<file path="config.mk">
export PLATFORM = sky130hd
export DESIGN_NAME = ready_table_wport
export DESIGN_NICKNAME = d
export VERILOG_FILES = /design/src/rtl/ready_table_wport_pkg.sv /design/src/rtl/rt_pending_q.sv /design/src/rtl/ready_table_wport.sv
export SDC_FILE = /design/constraint.sdc
export NUM_CORES = 1
export LEC_CHECK = 0
export ABC_AREA = 1
export BUFFER_PORTS_ARGS = -buffer_cell sky130_fd_sc_hd__buf_2
export CORE_MARGIN = 1
export CORE_UTILIZATION = 62
export CTS_CLUSTER_DIAMETER = 200
export DETAILED_ROUTE_END_ITERATION = 12
export PLACE_DENSITY = 0.85
export SKIP_CTS_REPAIR_TIMING = 1
export SYNTH_ARGS = -nofsm -noshare
export SYNTH_HDL_FRONTEND = slang
export SYNTH_HIERARCHICAL = 1
export SYNTH_SLANG_ARGS = --single-unit
</file>
<file path="constraint.sdc">
create_clock -name clk -period 7.2 [get_ports clk]
set_input_delay 1.44 -clock clk [delete_from_list [all_inputs] [get_ports clk]]
set_output_delay 1.44 -clock clk [all_outputs]
set_load 0.005 [all_outputs]
</file>
<file path="src/rtl/ready_table_wport_pkg.sv">
`default_nettype none
// +--------------------------------------------------------------------+
// | ready_table_wport_pkg : shared types for the ready-table write port |
// | Rev 1.0                                                             |
// +--------------------------------------------------------------------+
package ready_table_wport_pkg;

   localparam int PREG_W   = 6;
   localparam int NUM_PREG = 1 << PREG_W;

   typedef struct packed {
      logic [PREG_W-1:0] preg;
      logic              data;
   } ready_wr_t;

   // Push order within one cycle; alloc is always the youngest slot.
   typedef enum logic [1:0] {
      SLOT_WB0   = 2'd0,
      SLOT_WB1   = 2'd1,
      SLOT_ALLOC = 2'd2
   } wr_slot_e;

   typedef enum logic {
      ST_INIT = 1'b0,
      ST_RUN  = 1'b1
   } rt_state_e;

endpackage
`default_nettype wire

</file>
<file path="src/rtl/rt_pending_q.sv">
`default_nettype none
// +--------------------------------------------------------------------+
// | rt_pending_q : multi-push, single-pop FIFO of pending ready writes  |
// | Rev 1.0                                                             |
// +--------------------------------------------------------------------+
module rt_pending_q
   import ready_table_wport_pkg::*;
#(
   parameter int DEPTH = 8,
   parameter int NPUSH = 3
)(
   input  logic                   clk,
   input  logic                   rst_n,
   input  logic [NPUSH-1:0]       i_push,
   input  ready_wr_t              i_push_data [NPUSH],
   input  logic                   i_pop,
   output ready_wr_t              o_head,
   output logic                   o_empty,
   output logic [$clog2(DEPTH):0] o_count,
   output ready_wr_t              o_ent [DEPTH],
   output logic [DEPTH-1:0]       o_ent_vld
);

   localparam int AW = $clog2(DEPTH);
   localparam int CW = AW + 1;

   ready_wr_t         r_mem [DEPTH];
   logic [AW-1:0]     r_rd_ptr;
   logic [AW-1:0]     r_wr_ptr;
   logic [CW-1:0]     r_count;

   logic [AW-1:0]     w_slot [NPUSH];
   logic [CW-1:0]     w_npush;
   logic              w_pop;

   // Valid pushes are packed densely behind the write pointer in slot order.
   always_comb begin
      w_npush = '0;
      for (int k = 0; k < NPUSH; k++) begin
         w_slot[k] = r_wr_ptr + w_npush[AW-1:0];
         w_npush   = w_npush + CW'(i_push[k]);
      end
   end

   assign w_pop = i_pop && (r_count != '0);

   always_ff @(posedge clk or negedge rst_n) begin
      if (!rst_n) begin
         r_rd_ptr <= '0;
         r_wr_ptr <= '0;
         r_count  <= '0;
      end else begin
         r_rd_ptr <= r_rd_ptr + AW'(w_pop);
         r_wr_ptr <= r_wr_ptr + w_npush[AW-1:0];
         r_count  <= r_count + w_npush - CW'(w_pop);
      end
   end

   always_ff @(posedge clk) begin
      for (int k = 0; k < NPUSH; k++) begin
         if (i_push[k]) begin
            r_mem[w_slot[k]] <= i_push_data[k];
         end
      end
   end

   assign o_head  = r_mem[r_rd_ptr];
   assign o_empty = (r_count == '0);
   assign o_count = r_count;

   // Entries are presented oldest-first so a higher index is a younger write.
   generate
      for (genvar i = 0; i < DEPTH; i++) begin : g_ent
         assign o_ent[i]     = r_mem[r_rd_ptr + AW'(i)];
         assign o_ent_vld[i] = (CW'(i) < r_count);
      end
   endgenerate

endmodule
`default_nettype wire

</file>
<file path="src/rtl/ready_table_wport.sv">
`default_nettype none
// +--------------------------------------------------------------------+
// | ready_table_wport : write scheduler / read correction, ready table  |
// | Rev 1.0                                                             |
// +--------------------------------------------------------------------+
module ready_table_wport #(
   parameter int WB_PORTS = 2,
   parameter int RD_PORTS = 3,
   parameter int QDEPTH   = 8,
   parameter int PREG_W   = 6
)(
   input  logic                         clk,
   input  logic                         rst_n,
   input  logic                         alloc_valid,
   input  logic [PREG_W-1:0]            alloc_preg,
   input  logic [WB_PORTS-1:0]          wb_valid,
   input  logic [WB_PORTS*PREG_W-1:0]   wb_preg,
   input  logic [RD_PORTS*PREG_W-1:0]   rd_preg,
   output logic [RD_PORTS-1:0]          rd_ready,
   output logic                         stall,
   output logic                         init_done,
   output logic [RD_PORTS*PREG_W-1:0]   ram_a,
   input  logic [RD_PORTS-1:0]          ram_q,
   output logic                         ram_we,
   output logic [PREG_W-1:0]            ram_aw,
   output logic                         ram_di
);

   import ready_table_wport_pkg::*;

   localparam int NPUSH      = WB_PORTS + 1;
   localparam int ALLOC_SLOT = WB_PORTS;
   localparam int CW         = $clog2(QDEPTH) + 1;
   localparam logic [CW-1:0] STALL_THR = CW'(QDEPTH - NPUSH);

   rt_state_e           r_state;
   rt_state_e           w_state_nxt;
   logic                r_sweep_en;
   logic [PREG_W-1:0]   r_cnt;
   logic [PREG_W-1:0]   w_cnt_nxt;

   ready_wr_t           w_push_data [NPUSH];
   logic [NPUSH-1:0]    w_push;
   logic                w_accept;
   logic                w_pop;

   ready_wr_t           w_q_head;
   logic                w_q_empty;
   logic [CW-1:0]       w_q_count;
   ready_wr_t           w_ent [QDEPTH];
   logic [QDEPTH-1:0]   w_ent_vld;

   // r_sweep_en holds the sweep off until the first edge after reset release.
   always_ff @(posedge clk or negedge rst_n) begin
      if (!rst_n) begin
         r_state    <= ST_INIT;
         r_cnt      <= '0;
         r_sweep_en <= 1'b0;
      end else begin
         r_state    <= w_state_nxt;
         r_cnt      <= w_cnt_nxt;
         r_sweep_en <= 1'b1;
      end
   end

   always_comb begin
      w_state_nxt = r_state;
      w_cnt_nxt   = r_cnt;
      ram_we      = 1'b0;
      ram_aw      = w_q_head.preg;
      ram_di      = w_q_head.data;
      w_pop       = 1'b0;
      stall       = 1'b1;
      init_done   = 1'b0;
      case (r_state)
         ST_INIT: begin
            if (r_sweep_en) begin
               ram_we    = 1'b1;
               ram_aw    = r_cnt;
               ram_di    = 1'b1;
               w_cnt_nxt = r_cnt + PREG_W'(1);
               if (r_cnt == PREG_W'(NUM_PREG - 1)) begin
                  w_state_nxt = ST_RUN;
               end
            end
         end
         ST_RUN: begin
            init_done = 1'b1;
            stall     = (w_q_count > STALL_THR);
            w_pop     = !w_q_empty;
            ram_we    = w_pop;
         end
         default: begin
            w_state_nxt = ST_INIT;
         end
      endcase
   end

   assign w_accept = (r_state == ST_RUN) && !stall;

   generate
      for (genvar k = 0; k < WB_PORTS; k++) begin : g_wb_slot
         assign w_push_data[int'(SLOT_WB0) + k] = '{preg: wb_preg[k*PREG_W +: PREG_W], data: 1'b1};
         assign w_push[int'(SLOT_WB0) + k]      = w_accept && wb_valid[k] &&
                                                  (wb_preg[k*PREG_W +: PREG_W] != '0);
      end
   endgenerate

   assign w_push_data[ALLOC_SLOT] = '{preg: alloc_preg, data: 1'b0};
   assign w_push[ALLOC_SLOT]      = w_accept && alloc_valid && (alloc_preg != '0);

   rt_pending_q #(
      .DEPTH (QDEPTH),
      .NPUSH (NPUSH)
   ) u_pending_q (
      .clk         (clk),
      .rst_n       (rst_n),
      .i_push      (w_push),
      .i_push_data (w_push_data),
      .i_pop       (w_pop),
      .o_head      (w_q_head),
      .o_empty     (w_q_empty),
      .o_count     (w_q_count),
      .o_ent       (w_ent),
      .o_ent_vld   (w_ent_vld)
   );

   assign ram_a = rd_preg;

   // The last matching entry in age order is the youngest write and wins.
   always_comb begin
      rd_ready = ram_q;
      if (r_state == ST_RUN) begin
         for (int r = 0; r < RD_PORTS; r++) begin
            for (int i = 0; i < QDEPTH; i++) begin
               if (w_ent_vld[i] && (w_ent[i].preg == rd_preg[r*PREG_W +: PREG_W])) begin
                  rd_ready[r] = w_ent[i].data;
               end
            end
            if (rd_preg[r*PREG_W +: PREG_W] == '0) begin
               rd_ready[r] = 1'b1;
            end
         end
      end
   end

   always_ff @(posedge clk) begin
      if (r_sweep_en) begin
         assert (!(stall && (alloc_valid || (|wb_valid))));
      end
   end

   generate
      for (genvar k = 0; k < WB_PORTS; k++) begin : g_same_preg_chk
         always_ff @(posedge clk) begin
            if (r_sweep_en) begin
               assert (!(w_accept && alloc_valid && wb_valid[k] && (alloc_preg != '0) &&
                         (wb_preg[k*PREG_W +: PREG_W] == alloc_preg)));
            end
         end
      end
   endgenerate

endmodule
`default_nettype wire
</file>
Yosys cells after proc, flatten, opt, wreduce, memory -nomap -nowiden --
Memory sizes are Yosys's and may differ from the RTL's. Cells that the tools add are included.
Word-level totals: memories 1, output and inout bits 31, word-level logic and storage cells 147, memory bits (writable) 56, register bits after elaboration 18, input bits 44
Operators by class: mux-type cells 46, reduce and logical (&&, ||, !) cells 43, $lt $le $gt $ge 9, bitwise gates (word level) 1, eq/ne operators 25, $add $sub $neg 16
Memory list:
- u_pending_q.r_mem | depth 8, width 7, read ports 8, clocked after Yosys merged registers in 0, write ports 3, line rt_pending_q.sv:27 | ready_wr_t r_mem [DEPTH];
Operators with widths (number):
- 6-bit equality test | 24
- 1-bit two-way mux | 42
- 1-bit logical AND | 32
- 6-bit logical NOT | 3
- 6-bit nonzero test | 3
- 3-bit by 4-bit < comparator with 1-bit output, first input constant | 4
- 3-bit adder, second input constant | 4
- 6-bit two-way mux | 2
- 1-bit by 4-bit < comparator with 1-bit output, first input constant | 2
- 2-bit by 4-bit < comparator with 1-bit output, first input constant | 2
- 3-bit by 1-bit adder with 3-bit output | 2
- 3-bit by 2-bit adder with 3-bit output, second input constant | 2
- 3-bit adder | 2
- 6-bit by 1-bit adder with 6-bit output, second input constant | 1
- 6-bit equality test, second input constant | 1
- 4-bit by 1-bit adder with 4-bit output | 1
- 4-bit adder | 1
- 4-bit by 3-bit greater-than comparator with 1-bit output, second input constant | 1
- 4-bit logical NOT | 1
- 4-bit nonzero test | 1
- 4-bit by 1-bit subtractor with 4-bit output | 1
- 3-bit by 1-bit adder with 3-bit output, second input constant | 1
- 3-bit two-way mux | 1
- 1-bit by 1-bit adder with 2-bit output | 1
- other kinds (4) | 5

Longest topological paths before layout --
An unclocked memory read counts as a cell.
depth after elaboration 13, gate-level depth with buffers 24, depth with buffers taken out 21

Modules after synthesis --
The synthesis kept the hierarchy.
Modules (own cells, without submodules):
- rt_pending_q | instances 1, seq. area each 1931.9 um^2, cells each 953, area an instance 6379.9 um^2
- ready_table_wport | instances 1, seq. area each 200.2 um^2, cells each 668, area an instance 3390.8 um^2

Least setup slack after synthesis --
OpenSTA, ideal clock, no wires.
kind input-to-reg, from in wb_preg[3], to mem u_pending_q/r_mem[4][0] in the netlist's numbering (enable), required time 6.883 ns, setup time 0.317 ns, setup slack 2.857 ns, stages on the path 10, buffers on the path 1, arrival time 4.026 ns, path through or4_1 o31ai_1 nor2_1 ha_1 ha_1 fa_1 clkbuf_1 inv_1 nand3_2 nand3_1
RTL lines:
- start, declared | line ready_table_wport.sv:17 | input logic [WB_PORTS*PREG_W-1:0] wb_preg,
- end, declared | line rt_pending_q.sv:27

==> impl_metrics.yaml <==
logic_synthesis:
  synthMostInstantiatedCell: "nand2_1"
  ys_async_sr_fraction_pct: 24.3
  synth_common_cells: "574 x nand2_1, 214 x nand3_1, 145 x inv_1"
  synth_area_um2: 9770
  synth-edff-count: 56
  synthTopCellsByArea: "nand2_1 22%, edfxtp_1 17%, nand3_1 11%, inv_1 5.6%, dfrtp_1 4.6%"
  synthFlopType: "edfxtp_1"
  netlist_instances: 1621
  yosysSeqAreaShare_pct: 21.8
  syn_avg_cell_area_um2: 6.03
  synthDistinctLibCells: 54
  synth_seq_cells: 74
  yosysTopAreaCell: "nand2_1"
  synth_top_area_share_pct: 22.1
  yosysWarnings: 6
die:
  core-area_um2: 15300
  start_util_pct: 63.8
  fp.dieW_um: 128
  die_area_um2: 16300
  placementRows: 45
  num_io_pins: 75
  die_y_um: 128
final_layout:
  num_antenna_cells: 0
  fillerInstances: 1413
  fin_util_pct: 66.3
  final_nets: 1677
  final_cells: 1826
  final_cell_area_um2: 10200
  syn2layout_area_growth_pct: 3.92
  drive_above_1_share_pct: 10.6
run:
  maxCapViolCount: 0
clocking:
  cts_num_sinks: 74
  cts_tree: "yes"
  clock_path_buffers: 2
  clk_latency_ns: 0.33
  numCtsBuffers: 9
  cts_htree_levels: 3
  clockRootBuffer: "clkbuf_16"
  path_clk_slew_ns: 0.06
worst_setup_path:
  critical_path_class: "flop to primary output"
  slowest_stage: "inv_1"
  cp_max_fo: 32
  end_kind: "primary output"
  cp_top_family: "buffers and inverters"
  crit_chain: "buf_4 -> inv_1 -> ha_1 -> buf_4 -> inv_2 -> nand2_1 -> nand3_1 -> nand2_1 -> a21oi_1 -> nand3_1 -> nor2_1 -> nand2_1 -> o21ai_2 -> inv_1 -> nand2_1 -> nand2_1 -> nand2_1 -> nand2_1 -> a21oi_2 -> buf_2"
  r2r_slack_ns: 3.13
  worstPathRequired_ns: 5.76
  crit_buf_inv: 6
  startpoint_type: "flop"
  slowest_delay_ns: 0.65
  path_common_cell: "nand2_1"
  arrival_ns: 4.59
placed_design:
  dp_cells: 1810
  place_congestion: 1.03
  pre_cts_slack_ns: 1.81
  place_area_um2: 9800
  post-dp-hpwl_um: 26400
  io_buffers: 74
route:
  vias_per_cell: 6.23
  wl_per_cell_um: 19.7
  wirelength_um: 35900
  ant_nets: 0
  drt-pass1-iter-count: 7
  drt_iter0_drc: 1562
  vias: 11400
  drcViolationCount: 0
grt:
  grt_max_degree: 59
  grt_use_total_pct: 45.2
  grt_pass1_vias: 9956
  grt_antenna_before_repair: 0
  gr-usage-met1_pct: 56.1
  met2_usage_pct: 70.9
  grt.overflow.total: 0
  grt_pass1_wl_um: 55500
  use_met3_pct: 9.46
  grt_most_used_layer: "met2"
sta:
  fin_crit_sh_pct: 83.8
  relSlewSlack_pct: 33.6
  rsz0062_at_grt: "no"
  slew_viol_final: 0
  setup_tns_ns: 0
  finalHoldViolCount: 0
  skew_ns: 0.0104
  fmax_mhz: 166
  fin_ws_ns: 1.17
  tightestPinTransition_ns: 0.995
  setup_viol: 0
  min_period_ns: 6.03
  worst_hold_slack_ns: 0.524
worst_hold_path:
  hold_class: "flop to flop"
power_and_ir_drop:
  ir_drop_mv: 0.166
  total_power_mw: 2.06
  leakagePower_nw: 5.12
  p_per_area_nw_per_um2: 203
outcome:
  status: "finished clean"
==> flip-flops by register name (all words and copies together), names as in the netlist <==
signal and cells:
r_cnt 6, r_state 1, r_sweep_en 1, u_pending_q/o_count 4, u_pending_q/r_mem 56, u_pending_q/r_rd_ptr 3, u_pending_q/r_wr_ptr 3
==> layout make-up <==
type	count	area (um2)	area share, %
clock buffers	9	225	2.22
clock inverters	7	124	1.22
inverters	163	617	6.08
multi-input cells	1282	6380	62.8
flip-flops and latches	74	2130	21.0
well taps	211	264	2.60
repair buffers	80	415	4.09
==> worst paths after layout <==
path,start,to,depth (start not counted)
min in group asynchronous,rst_n,r_cnt[4],1
setup reg to reg,r_state,u_pending_q/r_mem[4][5],9
setup / recovery,u_pending_q/r_rd_ptr[1],rd_ready[1],20
max in group asynchronous,rst_n,u_pending_q/o_count[1],1
hold / removal,r_cnt[0],r_cnt[0],2
hold reg to reg,r_cnt[0],r_cnt[0],2
==> kinds of logic after synthesis <==
group / synth area share, %
simple gates: 47.2
buf+inv: 13.0
compound gates: 10.5
flops: 21.8
xor+xnor: 4.11
fa+ha+maj: 3.25
other cells: 0.0769
==> worst reg2reg max path: stages, from the launching register on <==
cell and delay, ns:
dfrtp_1 0.46, inv_1 0.20, a211o_1 0.33, nor2_1 0.36, ha_1 0.22, ha_1 0.22, buf_4 0.24, inv_1 0.78
nand3_1 0.46, nand3_1 0.45
==> layout by cell type (no fill, tap or decap), types with 29 or more instances in the layout <==
cell type  Yosys  final
a21oi_1       29     29
inv_1        145    145
or2_1         30     30
buf_2         26     74
nand3_1      214    214
nor2_1        80     80
nand4_1       68     68
o22ai_1       29     29
o21ai_0       87     87
nand2_1      574    574
edfxtp_1      56     56
==> routing by layer <==
metal | share of wire [%] | vias up
met5 | 0 | -
met4 | 7.6 | 0
met3 | 12 | 202
met2 | 44 | 842
met1 | 37 | 5042
li1 | - | 5297
==> where the power goes <==
part | total, mW | leakage [nW] | internal (mW) | switching [mW]
sequential | 0.520 | 0.727 | 0.489 | 0.0309
combinational | 1.01 | 4.23 | 0.310 | 0.702
clock | 0.526 | 0.167 | 0.342 | 0.184
Note: power is estimated with default switching activity, not from simulation.
